[src/rtl/rf_pkg.sv]
// rtl/rf_pkg.sv - shared constants and write-request type for the register-file write buffer
package rf_pkg;
  localparam int RF_ADDR_W   = 3;
  localparam int RF_DATA_W   = 32;
  localparam int RF_WB_DEPTH = 4;

  typedef struct packed {
    logic [RF_ADDR_W-1:0] addr;
    logic [RF_DATA_W-1:0] data;
  } rf_wreq_t;
endpackage

[src/rtl/rf_wb_fifo.sv]
// rtl/rf_wb_fifo.sv - pending-write storage, pointers and occupancy count
// Extra storage/pointer ports exist only when RF_WB_FORWARD_EN is defined.
module rf_wb_fifo
  import rf_pkg::*;
#(
  parameter int DEPTH  = RF_WB_DEPTH,
  parameter int DATA_W = RF_DATA_W,
  parameter int ADDR_W = RF_ADDR_W
) (
  input  logic                        clk,
  input  logic                        reset,
  input  logic                        push_i,
  input  logic                        pop_i,
  input  logic                        flush_i,
  input  logic [ADDR_W-1:0]           push_addr_i,
  input  logic [DATA_W-1:0]           push_data_i,
  output logic [ADDR_W-1:0]           head_addr_o,
  output logic [DATA_W-1:0]           head_data_o,
  output logic [$clog2(DEPTH):0]      count_o
`ifdef RF_WB_FORWARD_EN
  ,
  output logic [DEPTH-1:0][ADDR_W-1:0] mem_addr_o,
  output logic [DEPTH-1:0][DATA_W-1:0] mem_data_o,
  output logic [$clog2(DEPTH)-1:0]     rd_ptr_o
`endif
);
  localparam int PTR_W = $clog2(DEPTH);
  localparam int CNT_W = PTR_W + 1;

  logic [DEPTH-1:0][ADDR_W-1:0] mem_addr_q;
  logic [DEPTH-1:0][DATA_W-1:0] mem_data_q;
  logic [PTR_W-1:0]             wr_ptr_q, wr_ptr_d;
  logic [PTR_W-1:0]             rd_ptr_q, rd_ptr_d;
  logic [CNT_W-1:0]             count_q, count_d;

  // Storage is deliberately left out of reset; only pointers and count matter.
  always_ff @(posedge clk) begin
    if (push_i) begin
      mem_addr_q[wr_ptr_q] <= push_addr_i;
      mem_data_q[wr_ptr_q] <= push_data_i;
    end
  end

  always_comb begin
    wr_ptr_d = wr_ptr_q;
    rd_ptr_d = rd_ptr_q;
    count_d  = count_q;
    if (flush_i) begin
      wr_ptr_d = '0;
      rd_ptr_d = '0;
      count_d  = '0;
    end else begin
      if (push_i) wr_ptr_d = wr_ptr_q + 1'b1;
      if (pop_i)  rd_ptr_d = rd_ptr_q + 1'b1;
      count_d = count_q + CNT_W'(push_i) - CNT_W'(pop_i);
    end
  end

  always_ff @(posedge clk or posedge reset) begin
    if (reset) begin
      wr_ptr_q <= '0;
      rd_ptr_q <= '0;
      count_q  <= '0;
    end else begin
      wr_ptr_q <= wr_ptr_d;
      rd_ptr_q <= rd_ptr_d;
      count_q  <= count_d;
    end
  end

  assign head_addr_o = mem_addr_q[rd_ptr_q];
  assign head_data_o = mem_data_q[rd_ptr_q];
  assign count_o     = count_q;

`ifdef RF_WB_FORWARD_EN
  assign mem_addr_o = mem_addr_q;
  assign mem_data_o = mem_data_q;
  assign rd_ptr_o   = rd_ptr_q;
`endif
endmodule

[src/rtl/rf_write_buffer.sv]
// rtl/rf_write_buffer.sv - buffered register-file write port with one-per-cycle drain register
// Read forwarding from pending writes is built only when RF_WB_FORWARD_EN is defined.
module rf_write_buffer
  import rf_pkg::*;
#(
  parameter int DEPTH  = RF_WB_DEPTH,
  parameter int DATA_W = RF_DATA_W,
  parameter int ADDR_W = RF_ADDR_W
) (
  input  logic                   clk,
  input  logic                   reset,
  input  logic                   in_valid,
  output logic                   in_ready,
  input  logic [ADDR_W-1:0]      in_addr,
  input  logic [DATA_W-1:0]      in_data,
  input  logic                   flush,
  output logic [ADDR_W-1:0]      rf_wAddr,
  output logic [DATA_W-1:0]      rf_wData,
  output logic                   rf_we,
  output logic [$clog2(DEPTH):0] count,
  input  logic [ADDR_W-1:0]      rd_addr,
  input  logic [DATA_W-1:0]      rf_rData,
  output logic [DATA_W-1:0]      rd_data
);
  localparam int PTR_W = $clog2(DEPTH);
  localparam int CNT_W = PTR_W + 1;

  logic              fifo_push, fifo_pop;
  logic [ADDR_W-1:0] head_addr;
  logic [DATA_W-1:0] head_data;
  logic              rf_we_q, rf_we_d;
  logic [ADDR_W-1:0] rf_wAddr_q, rf_wAddr_d;
  logic [DATA_W-1:0] rf_wData_q, rf_wData_d;

`ifdef RF_WB_FORWARD_EN
  logic [DEPTH-1:0][ADDR_W-1:0] mem_addr;
  logic [DEPTH-1:0][DATA_W-1:0] mem_data;
  logic [PTR_W-1:0]             rd_ptr;
  logic [PTR_W-1:0]             fwd_idx;
  logic [DATA_W-1:0]            fwd_data;
`endif

  // A full buffer refuses even when the head drains this cycle.
  assign in_ready  = !reset && !flush && (count < CNT_W'(DEPTH));
  assign fifo_push = in_valid && in_ready;
  assign fifo_pop  = (count != '0) && !flush;

  rf_wb_fifo #(
    .DEPTH  (DEPTH),
    .DATA_W (DATA_W),
    .ADDR_W (ADDR_W)
  ) u_fifo (
    .clk         (clk),
    .reset       (reset),
    .push_i      (fifo_push),
    .pop_i       (fifo_pop),
    .flush_i     (flush),
    .push_addr_i (in_addr),
    .push_data_i (in_data),
    .head_addr_o (head_addr),
    .head_data_o (head_data),
    .count_o     (count)
`ifdef RF_WB_FORWARD_EN
    ,
    .mem_addr_o  (mem_addr),
    .mem_data_o  (mem_data),
    .rd_ptr_o    (rd_ptr)
`endif
  );

  always_comb begin
    rf_we_d    = fifo_pop;
    rf_wAddr_d = rf_wAddr_q;
    rf_wData_d = rf_wData_q;
    if (fifo_pop) begin
      rf_wAddr_d = head_addr;
      rf_wData_d = head_data;
    end
  end

  always_ff @(posedge clk or posedge reset) begin
    if (reset) begin
      rf_we_q    <= 1'b0;
      rf_wAddr_q <= '0;
      rf_wData_q <= '0;
    end else begin
      rf_we_q    <= rf_we_d;
      rf_wAddr_q <= rf_wAddr_d;
      rf_wData_q <= rf_wData_d;
    end
  end

  assign rf_we    = rf_we_q;
  assign rf_wAddr = rf_wAddr_q;
  assign rf_wData = rf_wData_q;

`ifdef RF_WB_FORWARD_EN
  // Scan oldest to newest so the youngest match overrides; drain register is oldest of all.
  always_comb begin
    fwd_data = rf_rData;
    fwd_idx  = rd_ptr;
    if (rf_we_q && (rf_wAddr_q == rd_addr)) fwd_data = rf_wData_q;
    for (int i = 0; i < DEPTH; i++) begin
      fwd_idx = rd_ptr + PTR_W'(i);
      if ((CNT_W'(i) < count) && (mem_addr[fwd_idx] == rd_addr)) fwd_data = mem_data[fwd_idx];
    end
  end

  assign rd_data = fwd_data;
`else
  logic unused_rd_addr;
  assign unused_rd_addr = ^rd_addr;
  assign rd_data        = rf_rData;
`endif
endmodule
[config.mk]
export PLATFORM = sky130hd
export DESIGN_NAME = rf_write_buffer
export DESIGN_NICKNAME = d
export VERILOG_FILES = /design/src/rtl/rf_pkg.sv /design/src/rtl/rf_wb_fifo.sv /design/src/rtl/rf_write_buffer.sv
export SDC_FILE = /design/constraint.sdc
export NUM_CORES = 1
export LEC_CHECK = 0
export CAP_MARGIN = 20
export CORE_UTILIZATION = 55
export DETAILED_ROUTE_END_ITERATION = 8
export MAX_ROUTING_LAYER = met4
export PLACE_DENSITY = 0.88
export SLEW_MARGIN = 20
export SYNTH_ARGS = -nofsm -noshare
export SYNTH_HDL_FRONTEND = slang
export SYNTH_SLANG_ARGS = --single-unit
[constraint.sdc]
create_clock -name clk -period 6.7 [get_ports clk]
set_clock_uncertainty 0.05 [all_clocks]
set_input_delay 1.34 -clock clk [delete_from_list [all_inputs] [get_ports clk]]
set_output_delay 1.34 -clock clk [all_outputs]
set_load 0.01 [all_outputs]
=== Yosys cells after proc, flatten, opt, wreduce, memory -nomap -nowiden ===
Cells that the tools add are included.

* Register bits after elaboration: 183
* Bits of input ports: 74
* Output and inout bits: 72
* Logic and storage cells: 47

* Add/subtract/negate cells: 4
* Magnitude comparators: 4
* Multiplexer cells: 15
* Reduce and logical (&&, ||, !) cells: 10

{| class="wikitable"
|+ Operators by type and width
! operator !! count
|-
| $bwmux W128 || 1
|-
| $bmux W32 S2 || 1
|-
| $demux W32 S2 || 1
|-
| $mux W32 || 2
|-
| $bwmux W12 || 1
|-
| $mux W3 || 3
|-
| $mux W2 || 4
|-
| $bmux W3 S2 || 1
|-
| $demux W3 S2 || 1
|-
| $lt A2 B3 Y1 const B || 2
|-
| $logic_and A1 B1 Y1 || 5
|-
| $add A2 B1 Y2 const B || 2
|-
| $reduce_bool A2 Y1 || 2
|-
| $add A3 B1 Y3 || 1
|-
| $lt A3 B3 Y1 const B || 1
|-
| $reduce_bool A3 Y1 || 1
|-
| $sub A3 B1 Y3 || 1
|-
| $ge A2 B1 Y1 const B || 1
|-
| $logic_not A1 Y1 || 2
|}

=== Longest topological paths before layout ===
Gate-level depths: netlist of the first run.

* Depth after elaboration: 7
* Depth in mapped cells: 10
* Depth with buffers taken out: 9

=== Hierarchy ===
Synthesis of the first run repeated with hierarchy kept, for this count alone.

* Cells, all modules: 456
* Area total of the unflattened synthesis: 7950.1 um2

{| class="wikitable"
|+ Modules (own cells, without submodules)
! module !! times used !! cells each !! area an instance (um2) !! seq. area each (um2)
|-
| rf_wb_fifo || 1 || 220 || 5481.5 || 4379.2
|-
| rf_write_buffer || 1 || 236 || 2468.6 || 900.9
|}

=== Worst setup path before layout of the first run ===
No wires, ideal clock.

* Kind: input -> register
* Start point: input port flush
* End point: register u_fifo.mem_addr_q[0] (netlist bit), enable pin
* Library setup time: 395 ps
* Arrival: 2859 ps
* Data required time: 6255 ps
* Setup slack: 3395 ps
* Cell stages on the path: 3
* Path buffers: 1
* Cell sequence: buf_2 -> nor4b_4 -> and2_1

* Word-level cells in the longest chain between the ends: 4

{| class="wikitable"
|+ RTL lines
! what !! line !! text
|-
| start: declaration || rf_write_buffer.sv:16 || <nowiki>input logic flush,</nowiki>
|-
| $logic_not A1 Y1 || rf_write_buffer.sv:44 || <nowiki>assign in_ready = !reset && !flush && (count < CNT_W'(DEPTH));</nowiki>
|-
| $logic_and A1 B1 Y1 (2 in a row) || rf_write_buffer.sv:44 ||
|-
| $logic_and A1 B1 Y1 || rf_write_buffer.sv:45 || <nowiki>assign fifo_push = in_valid && in_ready;</nowiki>
|-
| end signal: indexed assignment || rf_wb_fifo.sv:39 || <nowiki>mem_addr_q[wr_ptr_q] <= push_addr_i;</nowiki>
|-
| end: declaration || rf_wb_fifo.sv:30 || <nowiki>logic [DEPTH-1:0][ADDR_W-1:0] mem_addr_q;</nowiki>
|}

Every way passes these cells.
A chain may end at the register's enable or synchronous reset.

=== Final worst setup path of the first run ===
* Start point: input port flush
* End point: output port in_ready

* Word-level cells in the longest chain between the ends: 3

{| class="wikitable"
|+ RTL lines
! what !! line !! text
|-
| $logic_not A1 Y1 || rf_write_buffer.sv:44 ||
|-
| $logic_and A1 B1 Y1 (2 in a row) || rf_write_buffer.sv:44 ||
|-
| end: declaration || rf_write_buffer.sv:13 || <nowiki>output logic in_ready,</nowiki>
|}

Every way passes these cells.

==> flow_results.org, run 1 <==
** Setup path
- For the worst setup path, the data arrival time is 2.82 ns.
- Data on the critical path is required at its endpoint by 5.31 ns.
- Length in cells of the worst reg-to-reg path :: 2
- STA classifies the critical path startpoint as a primary input.
- For this run, the slowest stage of the critical path takes 0.65 ns.
- Max FO, Critical Path :: 10
- Top delay family on crit path :: buffers and inverters
- Instance count on the critical path :: 3
- Worst path buffer plus inverter count :: 2
- Critical-path top delay cell :: sky130_fd_sc_hd__clkdlybuf4s50_1
- Crit-path cells :: clkdlybuf4s50_1 > nor3_1 > clkdlybuf4s50_1
- Cell type with the highest occurrence count on the critical path :: sky130_fd_sc_hd__clkdlybuf4s50_1
- STA classifies the critical path endpoint as an output port.
- Worst Path Class, Setup :: primary input to output port

** Global route
- Antenna violations before repair :: 0
- For this run, the total global-route usage over all layers was measured as 19.7%.
- Top Usage Layer GRT :: met2
- Global-route wire length before repair :: 18100 um
- Via count of the first global-routing pass :: 3347
- M3 GR Usage :: 4.62%
- Maximum number of pins on one net before global-route repair :: 44
- Met2 Resource Use GR :: 32.5%
- Summed over all layers, the global routing overflow is 0.
- For met1 alone, demand over resource in global routing was 23.0%.

** Clock tree
- Maximum number of buffers from clock root to sink :: 2
- TritonCTS built the clock tree.
- Clock-pin slew was measured on the worst setup and hold paths at 0.06 ns.
- Level count of the clock H-tree :: 4
- Number of buffers inserted for hold repair after clock tree synthesis :: 0
- Number of post-CTS setup repair buffers :: 0
- At the later pin of the worst-skew pair, clock insertion delay measures 0.42 ns.
- CTS buffer count :: 17
- Post-cts gate resize count :: 0
- CTS Root Buffer Type :: sky130_fd_sc_hd__clkbuf_16
- Clock sink count :: 183

** Die
- IO Count :: 146
- The initial utilization of the core area, before any placement, comes to 56.9%.
- The floorplan step defined a die boundary enclosing 13600 um^2.
- In this run the vertical extent of the chip is 117 um.
- From left edge to right edge, the die measures 117 um.
- The core region is 12700 um^2.
- Number of cell rows :: 41

** Logic synthesis
- The largest total area in the synthesized netlist belongs to sky130_fd_sc_hd__edfxtp_1.
- Commonest cells in the netlist :: sky130_fd_sc_hd__edfxtp_1 (140), sky130_fd_sc_hd__dfrtp_1 (43), sky130_fd_sc_hd__buf_4 (35), sky130_fd_sc_hd__mux2_4 (28), sky130_fd_sc_hd__mux4_2 (28)
- Sequential cells were found to cover 73.0% of the synthesized design area.
- Post-Synthesis Net Count :: 413
- In the synthesized netlist the dominant register cell turns out to be sky130_fd_sc_hd__edfxtp_1.
- Distinct cell type count of the synthesized netlist :: 26
- The top cell type by area accounts for 58.1% of the synthesized area.
- Yosys attributes the largest share of cell area to sky130_fd_sc_hd__edfxtp_1 (58%), sky130_fd_sc_hd__dfrtp_1 (15%), sky130_fd_sc_hd__mux4_2 (8.7%).
- Instance count of the mapped netlist :: 332
- Averaged over all synthesized cells, the footprint is 21.8 um^2.
- Of all flip-flops after synthesis, the portion carrying an async set or reset was 23.5%.
- The Yosys step of the flow raised 0 warnings.
- Number of register bits inferred by synthesis :: 183
- Post-synth EDFFs :: 140
- Most frequently used cell type in the post-synthesis netlist :: sky130_fd_sc_hd__edfxtp_1
- Area of the mapped netlist :: 7230 um^2

** Finish
- The repair_antennas step left the layout with diodes totalling 0.
- For this run, the post-layout net count is 468.
- End-of-flow core utilization :: 67.4%
- Share of post-route cells with drive strength above 1 :: 26.5%
- Area growth, synth to finish :: 18.5%

** STA
- After routing, the total negative slack on setup checks comes to 0 ns.
- The routed design could run at a clock period as short as 4.21 ns.
- Transition time at the pin with the least slew margin :: 0.981 ns
- Setup violations remaining at the end of the flow were counted as 0.
- Worst max-slew margin expressed relative to the limit :: 34.6%
- Max Slew Vio Count :: 0
- Final hold violations :: 0
- Timing would allow up to 237 MHz.
- Setup repair after global routing missed its margin :: false
- After layout, the worst path uses 62.9% of the clock period.

** Place
- Routability-driven placement finished with a final weighted congestion of 0.744.
- During placement, the flow inserted port buffers numbering 78.
- Total half-perimeter wirelength after legalization and detailed placement :: 6680 um

** Power and ir drop
- Power Density :: 413 nW/um^2
- Leakage power total :: 3.00 nW
- Worst VDD drop :: 0.000219 V

** Route
- Summed over all layers, the routed wires come to 11600 um.
- Drt pass-1 iters :: 4
- Detailed-route DRC error count :: 0
- Routed length per placed instance :: 20.2 um
- The first routing iteration left 109 violations.
- In this run the remaining antenna-violating nets after routing total 0.
- Using the TritonRoute via totals, the vias-per-cell ratio works out to 5.40.
- Vias after detailed routing :: 3090

** Worst hold path
- Cell count of the worst hold path :: 1
- Class of the tightest hold or removal check :: flip-flop to flip-flop

** Job
- Max Cap Viol :: 0

** Run status
- Outcome :: finished clean
[per-stage QoR]
step | total power [mW] | setup WS, ns | area (um^2) | instances | hold WS (ns)
6_report | 3.54 | 2.49 | 8570 | 572 | 0.455
5_1_grt | 3.69 | 2.43 | 8570 | 572 | 0.467
4_1_cts | 3.57 | 2.47 | 8570 | 572 | 0.459
3_5_place_dp | 2.45 | 2.47 | 7900 | 540 | 0.445
3_3_place_gp | 2.43 | 2.49 | 7900 | 540 | 0.440
2_1_floorplan | 2.15 | 3.40 | 7230 | 332 | 0.488
[sequential cells by signal, summed over array words and instances (netlist names)]
signal / count
rf_wData: 32
rf_we: 1
u_fifo.wr_ptr_q: 2
u_fifo.mem_addr_q: 12
u_fifo.rd_ptr_q: 2
rf_wAddr: 3
u_fifo.mem_data_q: 128
u_fifo.count_o: 3
[per-layer routing]
layer,vias up,share of wire (%)
met5,-,0
met4,0,2.8
met3,37,4.7
met2,93,52
met1,1578,41
li1,1382,-
[cell families after synthesis]
logic type                 after synthesis  synth area share, %
DFF                                    183                 73.0
muxes                                   71                 18.3
buffers and inverters                   50                 5.24
and+or+nand+nor                         15                 1.44
adders and majority gates                7                 1.31
xor gates and xnor gates                 5                0.606
AOI/OAI and AO/OA                        1                0.104
[placed cells by master (no fill, tap or decap)]
| master | n |
|---|---|
| sky130_fd_sc_hd__nor4b_4 | 1 |
| sky130_fd_sc_hd__fa_1 | 1 |
| sky130_fd_sc_hd__bufinv_16 | 6 |
| sky130_fd_sc_hd__nor2_4 | 1 |
| sky130_fd_sc_hd__clkbuf_16 | 17 |
| sky130_fd_sc_hd__inv_6 | 3 |
| sky130_fd_sc_hd__nor3_2 | 1 |
| sky130_fd_sc_hd__nor3_1 | 1 |
| sky130_fd_sc_hd__nor2b_1 | 1 |
| sky130_fd_sc_hd__buf_4 | 2 |
| sky130_fd_sc_hd__dfrtp_2 | 2 |
| sky130_fd_sc_hd__nor2_1 | 6 |
| sky130_fd_sc_hd__o31ai_1 | 1 |
| sky130_fd_sc_hd__clkinv_2 | 2 |
| sky130_fd_sc_hd__mux4_1 | 7 |
| sky130_fd_sc_hd__mux2_4 | 28 |
| sky130_fd_sc_hd__dfrtp_1 | 41 |
| sky130_fd_sc_hd__clkinvlp_4 | 2 |
| sky130_fd_sc_hd__xnor2_1 | 2 |
| sky130_fd_sc_hd__mux4_2 | 28 |
| sky130_fd_sc_hd__and2_2 | 4 |
| sky130_fd_sc_hd__clkdlybuf4s50_1 | 78 |
| sky130_fd_sc_hd__edfxtp_1 | 140 |
| sky130_fd_sc_hd__clkbuf_1 | 1 |
| sky130_fd_sc_hd__xor2_1 | 3 |
| sky130_fd_sc_hd__mux2_2 | 7 |
| sky130_fd_sc_hd__ha_1 | 6 |
| sky130_fd_sc_hd__mux2i_1 | 1 |
| sky130_fd_sc_hd__inv_1 | 5 |
| sky130_fd_sc_hd__clkinv_4 | 2 |
[power breakdown]
group	internal, mW	switching, mW	total, mW
Clock	0.703	0.408	1.11
Sequential	1.37	0.144	1.51
Combinational	0.606	0.311	0.916
Total	2.67	0.863	3.54
[path summary, 6_finish.rpt]
path | start | to | slack [ns]
setup reg to reg | u_fifo.count_o[2]$_DFF_PP0_ | u_fifo.mem_data_q[119]$_DFFE_PP_ | 4.40
min in group asynchronous | reset | rf_we$_DFF_PP0_ | 1.44
hold reg to reg | rf_wData[10]$_DFFE_PP0P_ | rf_wData[10]$_DFFE_PP0P_ | 0.45
hold / removal | rf_wData[10]$_DFFE_PP0P_ | rf_wData[10]$_DFFE_PP0P_ | 0.45
max in group asynchronous | reset | u_fifo.rd_ptr_q[0]$_DFFE_PP0P_ | 4.64
setup / recovery | flush | in_ready | 2.49
[worst reg2reg max path, stage by stage (launching register included)]
cell and delay (ns):
sky130_fd_sc_hd__dfrtp_1 0.48, sky130_fd_sc_hd__nor4b_4 0.49, sky130_fd_sc_hd__and2_2 0.89
[layout make-up]
type	instances	area (um^2)
flip-flops and latches	183	5280
well taps	172	215
clock buffers	18	429
fillers	851	4150
repair buffers	80	796
multi-input cells	99	1580
clock inverters	14	244
inverters	6	23.8
Power figures use the tool's default switching activity.
==> run 2: changes to the inputs <==
--- a/config.mk
+++ b/config.mk
@@ -6,10 +6,10 @@
 export NUM_CORES = 1
 export LEC_CHECK = 0
 export CAP_MARGIN = 20
-export CORE_UTILIZATION = 55
+export CORE_UTILIZATION = 46
 export DETAILED_ROUTE_END_ITERATION = 8
 export MAX_ROUTING_LAYER = met4
-export PLACE_DENSITY = 0.88
+export PLACE_DENSITY = 0.78
 export SLEW_MARGIN = 20
 export SYNTH_ARGS = -nofsm -noshare
 export SYNTH_HDL_FRONTEND = slang
==> constraint.sdc (replaced) <==
create_clock -name clk -period 3.4 [get_ports clk]
set_clock_uncertainty 0.05 [all_clocks]
set_input_delay 0.68 -clock clk [delete_from_list [all_inputs] [get_ports clk]]
set_output_delay 0.68 -clock clk [all_outputs]
set_load 0.01 [all_outputs]
==> flow_results.org, run 2 (synthesis gave the netlist of run 1 again) <==
** Global route
- For this run the aggregate overflow at the end of global routing stands at 0.
- Antenna violations before repair :: 0
- Total GRT Usage :: 16.7%
- Global-route wire length before repair :: 18600 um
- The via count of the first global-routing pass came to 3334.
- Maximum number of pins on one net before global-route repair :: 37

** Route
- Dividing the detail-routed wire length by the instance count gives 19.1 um.
- Vias per std cell :: 5.10
- The routed design has 11800 um of wire.
- Detailed-route DRC error count :: 0
- The detailed router placed 3140 vias in this run.
- Once detail routing completed, the nets flagged for antenna violations numbered 0.
- Drt pass-1 iters :: 5
- DRC violation total after the first TritonRoute iteration :: 145

** Die
- IO Count :: 146
- Once the floorplan was initialized, standard cells occupied 47.4% of the core.
- Number of cell rows :: 45
- Chip width :: 127 um
- The floorplan step defined a die boundary enclosing 16200 um^2.
- After floorplanning, the core was sized to cover 15300 um^2.
- Vertical die dimension :: 127 um

** Finish
- The net count of the finished layout is 473.
- The register with the most flip-flops in the layout has 128 of them.
- Area growth, synth to finish :: 18.8%
- Share of post-route cells with drive strength above 1 :: 26.9%
- The library cells used most frequently in the layout, excluding fill and tap cells, are sky130_fd_sc_hd__edfxtp_1 (140), sky130_fd_sc_hd__clkdlybuf4s50_1 (78), sky130_fd_sc_hd__dfrtp_1 (41).
- Diodes inserted :: 0
- Fill cell count :: 1180
- Leaving out fill and tap cells, the most frequent cell in the layout is sky130_fd_sc_hd__edfxtp_1.
- Most flop-heavy register :: u_fifo.mem_data_q

** Clock tree
- Number of buffers inserted for hold repair after clock tree synthesis :: 0
- CTS buffer count :: 17
- The clock net in this run drives a total of 183 sinks.
- Maximum number of buffers from clock root to sink :: 2
- Clock tree synthesis selected as its root buffer the cell sky130_fd_sc_hd__clkbuf_16.
- In this run, post-CTS repair resized a total of 0 instances.
- The number of setup buffers added after CTS is 0.
- Clock latency on the worst-skew pair :: 0.43 ns
- TritonCTS built the clock tree.
- CTS built an H-tree with a depth of 4.
- Clock-pin slew was measured on the worst setup and hold paths at 0.06 ns.

** STA
- Fmax achieved :: 343 MHz
- Setup violations remaining at the end of the flow were counted as 0.
- The final count of pins violating max slew came to 0.
- Tmin final :: 2.92 ns
- Setup total negative slack on the finished layout was measured at 0 ns.
- Transition time at the pin with the least slew margin :: 0.915 ns
- Worst max-slew margin expressed relative to the limit :: 39.0%
- Setup repair after global routing missed its margin :: false
- Tcrit/Tclk final :: 85.8%
- Setup slack on the critical path of the routed design comes to 0.483 ns.
- Final hold violations :: 0

** Setup path
- CP Launch Type :: primary input
- Crit path capture type :: output port
- In this design, the critical path's most frequently occurring cell is sky130_fd_sc_hd__clkdlybuf4s50_1.
- Top delay family on crit path :: buffers and inverters
- Crit-path cells :: clkdlybuf4s50_1 > nor3_1 > clkdlybuf4s50_1
- The slowest stage of the critical path belongs to the cell sky130_fd_sc_hd__clkdlybuf4s50_1.
- Data arrives at the worst endpoint at 2.19 ns.
- In this design, the stage delay of the slowest critical-path cell is 0.66 ns.
- The critical path contains buffers and inverters numbering 2 combined.
- Worst Path Class, Setup :: primary input to output port
- Max FO, Critical Path :: 10
- Data on the critical path is required at its endpoint by 2.67 ns.

** Power and ir drop
- Dividing total power by cell area gives a power density of 770 nW/um^2.
- Leakage power total :: 2.99 nW
- Across the VDD grid, the largest voltage drop is 0.000346 V.

** Worst hold path
- Class of the tightest hold or removal check :: flip-flop to flip-flop

** Place
- OpenSTA, run right after detailed placement, puts the worst setup slack at 0.377 ns.
- Number of input and output port buffers inserted :: 78
- Summed over all nets, the half-perimeter wirelength after detailed placement is 7080 um.
- GP Congestion :: 0.632

** Run status
- The run finished with clean final reports.

** Job
- Max Cap Viol :: 0
==> run 2: layout make-up <==
class / count / area (um^2) / share of cell area (%)
clock buffer: 21 / 450 / 5.24
clock inverter: 11 / 100 / 1.16
inverter: 6 / 22.5 / 0.262
multi-input combinational: 99 / 1580 / 18.4
sequential: 183 / 5280 / 61.5
tap: 211 / 264 / 3.07
timing repair buffer: 85 / 896 / 10.4
==> run 2: report_power, final <==
part           switching (mW)  total (mW)  internal [mW]
registers               0.302        2.99           2.69
clock network           0.785        1.81           1.03
logic                   0.596        1.81           1.21
==> run 2: worst paths after layout <==
kind / endpoint / cells past startpoint / start / slack, ns
setup / recovery: in_ready / 3 / flush / 0.48
hold / removal: rf_wData[9]$_DFFE_PP0P_ / 1 / rf_wData[9]$_DFFE_PP0P_ / 0.46
setup reg to reg: u_fifo.count_o[2]$_DFF_PP0_ / 9 / u_fifo.count_o[1]$_DFF_PP0_ / 1.24
hold reg to reg: rf_wData[9]$_DFFE_PP0P_ / 1 / rf_wData[9]$_DFFE_PP0P_ / 0.46
max in group asynchronous: rf_wData[0]$_DFFE_PP0P_ / 3 / reset / 1.85
min in group asynchronous: rf_wData[15]$_DFFE_PP0P_ / 2 / reset / 0.78
==> run 2: metal layers <==
layer,share of wire [%],global-route usage (%),vias up,wire [um]
met2,49,25.4,95,5800
met1,43,20.5,1625,5020
met4,2.0,7.98,0,235
met5,0,-,-,0
li1,-,-,1392,-
met3,6.1,5.03,28,716
==> run 2: stage by stage <==
step	instance area, um^2	hold slack [ns]	cells	utilization, %	power, mW
CTS	8590	0.462	616	56.3	6.71
floorplan	7230	0.488	332	-	4.24
finish	8590	0.458	616	56.3	6.62
global route	8590	0.470	616	56.3	6.93
global placement	8040	0.443	584	52.7	4.84
detailed placement	8040	0.444	584	52.7	4.88
==> run 2: worst register-to-register path, delay by kind of cell (launching register included) <==
kind | cells | cell delay [ns]
DFF | 1 | 0.46
adders and majority gates | 3 | 0.80
and+or+nand+nor | 3 | 0.45
buffers and inverters | 2 | 0.12
xor gates and xnor gates | 1 | 0.16
==> run 3: changes to the inputs <==
==> constraint.sdc (replaced) <==
create_clock -name clk -period 3.4 [get_ports clk]
set_clock_uncertainty 0.05 [all_clocks]
set_input_delay 0.68 -clock clk [delete_from_list [all_inputs] [get_ports clk]]
set_output_delay 0.68 -clock clk [all_outputs]
set_load 0.02 [all_outputs]
==> flow_results.org, run 3 (synthesis gave the netlist of run 1 again) <==
** Run status
- The run finished with clean final reports.

** Route
- After detailed routing, the average wire length per cell comes to 20.0 um.
- The detail route stage leaves a number of antenna-violating nets equal to 0.
- Drt total wl :: 12300 um
- Vias per std cell :: 5.09
- Drt pass-1 iters :: 4
- DRC violation total after the first TritonRoute iteration :: 167
- After detailed routing, the number of remaining DRC violations is 0.
- The final route contains 3137 vias.

** Clock tree
- Clock transition at the register clock pins on the worst setup and hold paths after CTS :: 0.06 ns
- CTS buffer count :: 17
- Post-cts gate resize count :: 0
- The clock tree synthesis step divided the H-tree into 4 levels.
- The number of hold buffers added after CTS was 0.
- CTS Root Buffer Type :: sky130_fd_sc_hd__clkbuf_16
- The clock passes through at most 2 buffers.
- Clock latency on the worst-skew pair :: 0.43 ns
- The tree built by TritonCTS fans out to 183 sinks.
- TritonCTS built the clock tree.
- Number of post-CTS setup repair buffers :: 0

** Finish
- Highest-count cells in the layout ignoring fill and taps :: sky130_fd_sc_hd__edfxtp_1 (140), sky130_fd_sc_hd__clkdlybuf4s50_1 (78), sky130_fd_sc_hd__dfrtp_1 (41)
- Final instance area :: 8590 um^2
- Area growth, synth to finish :: 18.7%
- Sequential cell area :: 5280 um^2
- Flip-flop count of the largest register, all copies and words added :: 128
- Most common library cell in the layout ignoring fill and taps :: sky130_fd_sc_hd__edfxtp_1
- Multi-input combinational cell area :: 1580 um^2
- Ranked by flip-flop count, first place goes to u_fifo.mem_data_q.
- Cells with a size suffix above 1 make up 26.7% of the layout.
- Fill cell count :: 1178
- After the last flow step, the layout net total stands at 473.
- Diodes inserted :: 0

** STA
- Accumulated negative setup slack :: 0 ns
- The clock period could shrink to 2.78 ns.
- Setup repair after global routing left no endpoint under its margin.
- Final hold violations :: 0
- Transition time at the pin with the least slew margin :: 0.993 ns
- Final count of negative-setup-slack endpoints :: 0
- Max Slew Vio Count :: 0
- The worst path uses 81.7% of the clock period.
- Fmax achieved :: 360 MHz
- The worst pin sits at a relative slew slack of 33.8%.

** Global route
- Total GRT Usage :: 17.5%
- Global-route wire length before repair :: 19600 um
- Via count of the first global-routing pass :: 3522
- The number of antenna violations at the first check in global routing is 0.
- Entering global routing, the biggest net connects 44 pins.
- Global routing finished with a remaining overflow of 0.

** Power and ir drop
- For this design the ratio of total power to cell area is 792 nW/um^2.
- Leakage power total :: 2.97 nW
- VDD sags by at most 0.000385 V.

** Die
- Chip width :: 127 um
- After floorplanning, the core was sized to cover 15300 um^2.
- Once the floorplan was initialized, standard cells occupied 47.4% of the core.
- Number of cell rows :: 45
- The floorplan step defined a die boundary enclosing 16200 um^2.
- Vertical die dimension :: 127 um
- During I/O placement, the number of pins put on the boundary was 146.

** Worst hold path
- Class of the tightest hold or removal check :: flip-flop to flip-flop

** Setup path
- Data on the critical path is required at its endpoint by 2.67 ns.
- Max FO, Critical Path :: 4
- STA classifies the critical path endpoint as an output port.
- Data arrives at the worst endpoint at 2.05 ns.
- The worst setup path is launched from a primary input.
- The critical path is of the primary input to output port type.

** Place
- The congestion estimate from routability-driven global placement came to 0.629.
- Number of input and output port buffers inserted :: 78
- Once placement finished, the instance area stood at 8040 um^2.
- Total half-perimeter wirelength after legalization and detailed placement :: 7290 um

** Job
- Max Cap Viol :: 0
[run 3: area by class of cell]
cell class	count	area share, %
sequential	183	61.5
inverter	6	0.277
timing repair buffer	85	10.4
clock inverter	14	1.30
tap	211	3.07
clock buffer	18	5.00
multi-input combinational	99	18.4
[run 3: layer usage]
| layer | routed length [um] | GRT usage (%) | part of all wire (%) |
|---|---|---|---|
| met5 | 0 | - | 0 |
| met4 | 310 | 8.12 | 2.5 |
| met3 | 582 | 4.73 | 4.7 |
| met2 | 6120 | 27.5 | 50 |
| met1 | 5300 | 21.2 | 43 |
[run 3: per-stage QoR]
stage	power, mW	hold WS (ns)	util (%)	std cells	setup WS, ns
2_1_floorplan	4.43	0.488	-	332	0.755
3_3_place_gp	5.03	0.444	52.7	584	0.641
3_5_place_dp	5.08	0.446	52.7	584	0.589
4_1_cts	6.87	0.463	56.3	616	0.619
5_1_grt	7.09	0.470	56.3	616	0.537
6_report	6.80	0.459	56.3	616	0.622
[run 3: power breakdown]
part	switching [mW]	leakage (nW)	internal, mW
Sequential	0.318	1.78	2.69
Combinational	0.784	0.939	1.21
Clock	0.800	0.250	0.995
Total	1.90	2.97	4.90
[run 3: worst paths after layout]
kind	startpoint	to	slack [ns]	cells after the start
setup / recovery	flush	in_ready	0.62	3
hold / removal	rf_wData[0]$_DFFE_PP0P_	rf_wData[0]$_DFFE_PP0P_	0.46	1
setup reg to reg	u_fifo.count_o[1]$_DFF_PP0_	u_fifo.count_o[2]$_DFF_PP0_	1.24	9
hold reg to reg	rf_wData[0]$_DFFE_PP0P_	rf_wData[0]$_DFFE_PP0P_	0.46	1
max in group asynchronous	reset	u_fifo.rd_ptr_q[1]$_DFFE_PP0P_	1.97	2
min in group asynchronous	reset	u_fifo.count_o[1]$_DFF_PP0_	0.78	2
[run 3: worst max-delay path, cell delays in order]
cell and delay (ns):
sky130_fd_sc_hd__clkdlybuf4s50_1 0.50, sky130_fd_sc_hd__nor3_1 0.23, sky130_fd_sc_hd__clkdlybuf4s50_1 0.64
